===== src/rtl/pio_cfg_arbiter.sv =====
// Round-robin arbiter sharing the PIO host command port among NREQ requesters,
// with lockable atomic bursts, lock timeout and in-order read-data return.
module pio_cfg_arbiter #(
  parameter int NREQ     = 4,
  parameter int RD_LAT   = 1,
  parameter int MAX_LOCK = 256
) (
  input  logic               clk,
  input  logic               reset,
  input  logic [NREQ-1:0]    req,
  input  logic [NREQ-1:0]    lock,
  input  logic [4*NREQ-1:0]  req_action,
  input  logic [2*NREQ-1:0]  req_mindex,
  input  logic [5*NREQ-1:0]  req_index,
  input  logic [32*NREQ-1:0] req_din,
  output logic [NREQ-1:0]    gnt,
  output logic [NREQ-1:0]    rvalid,
  output logic [31:0]        rdata,
  output logic [NREQ-1:0]    lock_err,
  output logic [3:0]         pio_action,
  output logic [1:0]         pio_mindex,
  output logic [4:0]         pio_index,
  output logic [31:0]        pio_din,
  input  logic [31:0]        pio_dout
);

  localparam int IW = $clog2(NREQ);
  localparam int CW = $clog2(MAX_LOCK + 1);

  typedef enum logic {IDLE, LOCKED} state_t;

  state_t          state, state_nxt;
  logic [IW-1:0]   rr_ptr, owner, blk_id;
  logic            blk_vld;
  logic [CW-1:0]   lock_cnt;

  logic            hold, tmo, lock_take;
  logic            win_vld, gnt_vld;
  logic [IW-1:0]   win_id, gnt_id;
  logic [IW:0]     cand;
  logic [3:0]      sel_action;
  logic            is_pull;

  logic [RD_LAT:0] rd_vld;
  logic [IW-1:0]   rd_id [RD_LAT+1];

  function automatic logic [NREQ-1:0] onehot(input logic [IW-1:0] id);
    return {{(NREQ-1){1'b0}}, 1'b1} << id;
  endfunction

  function automatic logic [IW-1:0] ptr_inc(input logic [IW-1:0] id);
    return (id == IW'(NREQ - 1)) ? '0 : id + IW'(1);
  endfunction

  // The owner keeps the port only while it still asserts lock.
  assign hold = (state == LOCKED) && lock[owner];
  assign tmo  = hold && (lock_cnt == CW'(MAX_LOCK - 1));

  // Scan offsets from far to near so the requester closest to rr_ptr wins.
  always_comb begin
    // NOTE: every combinational output gets a default first so no latch is inferred.
    win_vld = 1'b0;
    win_id  = '0;
    cand    = '0;
    for (int k = NREQ - 1; k >= 0; k--) begin
      cand = {1'b0, rr_ptr} + (IW+1)'(k);
      if (cand >= (IW+1)'(NREQ)) cand = cand - (IW+1)'(NREQ);
      if (req[cand[IW-1:0]]) begin
        win_vld = 1'b1;
        win_id  = cand[IW-1:0];
      end
    end
  end

  always_comb begin
    gnt_vld = hold ? req[owner] : win_vld;
    gnt_id  = hold ? owner : win_id;
    if (reset) gnt_vld = 1'b0;
  end

  assign gnt        = gnt_vld ? onehot(gnt_id) : '0;
  assign sel_action = req_action[4*gnt_id +: 4];
  assign is_pull    = gnt_vld && (sel_action == 4'd3);
  // A timed-out owner cannot re-lock until it has dropped lock once.
  assign lock_take  = !hold && gnt_vld && lock[gnt_id] && !(blk_vld && (blk_id == gnt_id));

  always_comb begin
    state_nxt = IDLE;
    if (hold)           state_nxt = tmo ? IDLE : LOCKED;
    else if (lock_take) state_nxt = LOCKED;
  end

  always_ff @(posedge clk) begin
    // NOTE: sequential state uses non-blocking assignments so every register samples pre-edge values.
    if (reset) begin
      state      <= IDLE;
      rr_ptr     <= '0;
      owner      <= '0;
      lock_cnt   <= '0;
      blk_vld    <= 1'b0;
      blk_id     <= '0;
      lock_err   <= '0;
      rvalid     <= '0;
      rdata      <= '0;
      pio_action <= '0;
      pio_mindex <= '0;
      pio_index  <= '0;
      pio_din    <= '0;
    end else begin
      state <= state_nxt;
      if (gnt_vld) rr_ptr <= ptr_inc(gnt_id);

      if (lock_take) begin
        owner    <= gnt_id;
        lock_cnt <= CW'(1);
      end else if (hold) begin
        lock_cnt <= tmo ? '0 : lock_cnt + CW'(1);
      end else begin
        lock_cnt <= '0;
      end

      lock_err <= tmo ? onehot(owner) : '0;
      if (tmo) begin
        blk_vld <= 1'b1;
        blk_id  <= owner;
      end else if (blk_vld && !lock[blk_id]) begin
        blk_vld <= 1'b0;
      end

      pio_action <= gnt_vld ? sel_action : 4'd0;
      if (gnt_vld) begin
        pio_mindex <= req_mindex[2*gnt_id +: 2];
        pio_index  <= req_index[5*gnt_id +: 5];
        pio_din    <= req_din[32*gnt_id +: 32];
      end

      rvalid <= rd_vld[RD_LAT] ? onehot(rd_id[RD_LAT]) : '0;
      rdata  <= rd_vld[RD_LAT] ? pio_dout : 32'd0;
    end
  end

  // Read-return pipe: stage RD_LAT lines up with pio_dout for the issued pull.
  always_ff @(posedge clk) begin
    if (reset) rd_vld <= '0;
    else       rd_vld <= {rd_vld[RD_LAT-1:0], is_pull};
  end

  // NOTE: the id payload is qualified by rd_vld, so it needs no reset.
  always_ff @(posedge clk) begin
    rd_id[0] <= gnt_id;
    for (int s = 1; s <= RD_LAT; s++) rd_id[s] <= rd_id[s-1];
  end

endmodule


===== config.mk =====
export PLATFORM = sky130hd
export DESIGN_NAME = pio_cfg_arbiter
export DESIGN_NICKNAME = d
export VERILOG_FILES = /design/src/rtl/pio_cfg_arbiter.sv
export SDC_FILE = /design/constraint.sdc
export NUM_CORES = 1
export LEC_CHECK = 0
export CAP_MARGIN = 20
export CORE_UTILIZATION = 38
export CTS_CLUSTER_SIZE = 25
export DETAILED_ROUTE_END_ITERATION = 12
export GPL_TIMING_DRIVEN = 0
export PLACE_DENSITY = 0.81
export SYNTH_ARGS = -nofsm -noshare
export SYNTH_HDL_FRONTEND = slang
export SYNTH_SLANG_ARGS = --single-unit

===== constraint.sdc =====
create_clock -name clk -period 2.55 [get_ports clk]
set_clock_uncertainty 0.15 [all_clocks]
set_input_delay 0.255 -clock clk [delete_from_list [all_inputs] [get_ports clk]]
set_output_delay 0.255 -clock clk [all_outputs]
set_load 0.01 [all_outputs]

==> results.py <==
metrics = {
    "status": {
        "outcome": "finished, violations left",
        "violations": "negative setup slack",
    },
    "timing": {
        "worstMarginPinSlew_ns": 0.6035,
        "rsz0062_at_grt": "true",
        "fmax_ghz": 0.3757,
        "setup_tns_ns": -0.2729,
        "setup_viol": 4,
        "hold_ws_ns": 0.1782,
        "maxSlewHeadroom": 0.5977,
        "hold_violations": 0,
        "fin_crit_sh": 1.044,
        "maxSlewViolCount": 0,
        "fin_ws_ns": -0.1114,
        "layout_min_cycle_time_ns": 2.661,
    },
    "global_routing": {
        "grt_usage": 0.2617,
        "grt_pass1_wl_um": 28500,
        "grt_max_degree": 20,
        "grt_pass1_vias": 5620,
        "grt-ovfl-total": 0,
        "antenna_found_initial": 0,
    },
    "worst_setup_path": {
        "worstRegToRegCells": 12,
        "r2r-end": "pio_din[14]",
        "cp-start-kind": "input pin",
        "crit_arrival_ns": 2.26,
        "r2r_start": "rr_ptr[1]",
        "slowest_delay_ns": 0.59,
        "cp_max_fo": 4,
        "critPathRequiredTime_ns": 2.14,
        "reg2reg_slack_ns": 0.08,
        "crit_start": "lock[3]",
        "crit_chain": "clkdlybuf4s50_1 > mux2i_4 > o2bb2ai_4 > mux2i_4 > inv_4 > buf_12 > buf_12 > ha_4 > and2_4 > buf_6",
        "end_kind": "output port",
        "cp_slowest_cell": "clkdlybuf4s50_1",
        "cp-endpoint": "gnt[3]",
        "crit_type": "in2out",
    },
    "final_layout": {
        "register_area_um2": 2131,
        "n_fill_cell": 1073,
        "drive_above_1_share": 0.1022,
        "nets": 1176,
        "multi_input_area_um2": 2874,
        "areaGrowthSynthToFinish_pct": 75.98,
        "n_antenna_cell": 0,
        "post-route-util": 0.6984,
    },
    "clocking": {
        "clk_pin_slew_ns": 0.07,
        "cts.htree.levels": 3,
        "clk_latency_ns": 0.34,
        "cts_tree": "done",
        "clock_sinks": 106,
        "cts_hold_buf": 0,
        "numCtsBuffers": 9,
        "cts-root-buf": "clkbuf_16",
        "cts.path.max_buffers": 2,
    },
    "yosys": {
        "syn_area_um2": 5090,
        "ys_ff_latch": 106,
        "synthesis.nets": 847,
        "ys_seq_area_frac": 0.4169,
        "yosys_warnings": 0,
        "synth_edf_count": 0,
        "async_flop_share": 0,
        "syn_avg_cell_area_um2": 8.118,
        "ys.flop_type": "dfxtp_1",
        "netlist-cell-type-count": 44,
        "netlist_instances": 627,
    },
    "detailed_routing": {
        "route.detailed.wl_per_inst_um": 15.95,
        "vias": 5609,
        "drt-pass1-iter-count": 4,
        "drtIter0Drc": 213,
        "ant_nets": 0,
        "wirelength_um": 18040,
        "viasPerCell": 4.959,
        "route.detailed.drc": 0,
    },
    "placed_design": {
        "port_buffers": 299,
        "dp_hpwl_um": 13710,
        "gp_congestion": 0.8415,
    },
    "floorplanning": {
        "initial_core_util": 0.3969,
        "die_area_um2": 13860,
        "die_w_um": 117.7,
        "core_area_um2": 12820,
        "die_h_um": 117.7,
        "core.rowCount": 41,
        "ioPinCount": 301,
    },
    "flow_run": {
        "maxCapViolCount": 0,
    },
    "power_and_ir_drop": {
        "p_leak_nw": 3.500,
        "ir_drop_mv": 0.3306,
        "powerDensity_nw_per_um2": 637.4,
    },
    "worst_hold_path": {
        "hold_path.class": "reg2reg",
    },
}
## critical path, delay by kind of cell
family | cells | cell delay (ns)
AOI/OAI and AO/OA | 1 | 0.22
adders and majority gates | 1 | 0.14
buffers and inverters | 5 | 1.03
muxes | 2 | 0.47
and+or+nand+nor | 1 | 0.14
## repair_timing
action / in CTS / in global routing
pin swaps: 6 / 6
endpoints found under the setup margin: 50 / 47
buffers inserted: 19 / 2
gates resized for setup: 67 / 34
## synthesized netlist by cell type, drive strengths merged, types with 2 or more instances
library cell | count | area share
mux2i | 14 | 0.030
nor2 | 19 | 0.015
o21ai | 6 | 0.0066
mux2 | 3 | 0.0074
buf | 19 | 0.022
a311oi | 2 | 0.0034
xor2 | 4 | 0.0069
xnor2 | 4 | 0.0069
a31o | 39 | 0.067
nand3 | 84 | 0.083
nor3 | 3 | 0.0029
nand2 | 169 | 0.12
ha | 6 | 0.015
dfxtp | 106 | 0.42
a21oi | 9 | 0.0088
and3 | 3 | 0.0037
clkbuf | 28 | 0.021
a21o | 2 | 0.0029
nand2b | 2 | 0.0025
nor3b | 41 | 0.060
nor2b | 3 | 0.0037
and2 | 39 | 0.048
or3 | 2 | 0.0025
nor4 | 3 | 0.0037
mux4 | 3 | 0.013
inv | 5 | 0.0037
## state kept, by name, indices dropped and copies added (netlist names), 4 cells and up
signal      count
lock_cnt        9
lock_err        4
pio_din        32
pio_index       5
rdata          32
pio_action      4
rvalid          4
rd_id           4
## cells by family after synthesis
family	count (synthesis)	share of synthesized area
xor gates and xnor gates	8	0.01376
adders and majority gates	6	0.01475
muxes	20	0.05064
AOI/OAI and AO/OA	64	0.1025
DFF	106	0.4169
buffers and inverters	52	0.04597
and+or+nand+nor	371	0.3555
## final cells by class
type                    instances  area share
clock inverters                 5    0.004610
multi-input cells             469      0.3209
inverters                       5    0.002375
repair buffers                320      0.3510
plain buffers                  45     0.03408
clock buffers                   9     0.02514
flip-flops and latches        106      0.2379
well taps                     172     0.02403
## power by group
part / switching [mW] / internal (mW)
combinational: 1.14 / 1.31
clock: 0.612 / 0.658
sequential: 0.107 / 1.89
## metal layers
metal	routed length, um	track usage
met5	0	0
met4	470	0.09535
met1	7044	0.2855
met3	1398	0.07897
met2	9123	0.4739
## worst min-delay path by stage
stage                     start          end  slack (ns)  depth (start not counted)
global route        rd_id[0][1]  rd_id[0][3]        0.19                          0
global placement    rd_id[0][0]  rd_id[0][2]        0.16                          0
finish              rd_id[0][1]  rd_id[0][3]        0.18                          0
detailed placement  rd_id[0][1]  rd_id[0][3]        0.16                          0
CTS                 rd_id[0][1]  rd_id[0][3]        0.18                          0
floorplan           rd_id[0][0]  rd_id[0][2]        0.16                          0
## through the flow
step / setup WS (ns) / instance area (um2) / cells / power (mW)
CTS: -0.1314 / 8879 / 1130 / 5.687
finish: -0.1114 / 8957 / 1131 / 5.710
detailed placement: -1.254 / 8298 / 1098 / 4.218
global route: -0.1782 / 8957 / 1131 / 6.016
global placement: -1.269 / 8298 / 1098 / 4.188
floorplan: 0.1738 / 5090 / 627 / 3.121
## layout by cell type, fill, tap and decap left out, types with 5 or more instances in the layout
cell type / instances
and2_1: 37
nor2_1: 18
nor3b_1: 41
buf_4: 27
clkbuf_2: 8
clkbuf_1: 19
a31o_1: 39
buf_6: 6
clkbuf_16: 10
nand3_1: 84
clkdlybuf4s50_1: 293
nand2_1: 167
mux2i_1: 7
a21oi_1: 7
dfxtp_1: 103
buf_2: 5
No activity file was read; power rests on OpenSTA's default activity.
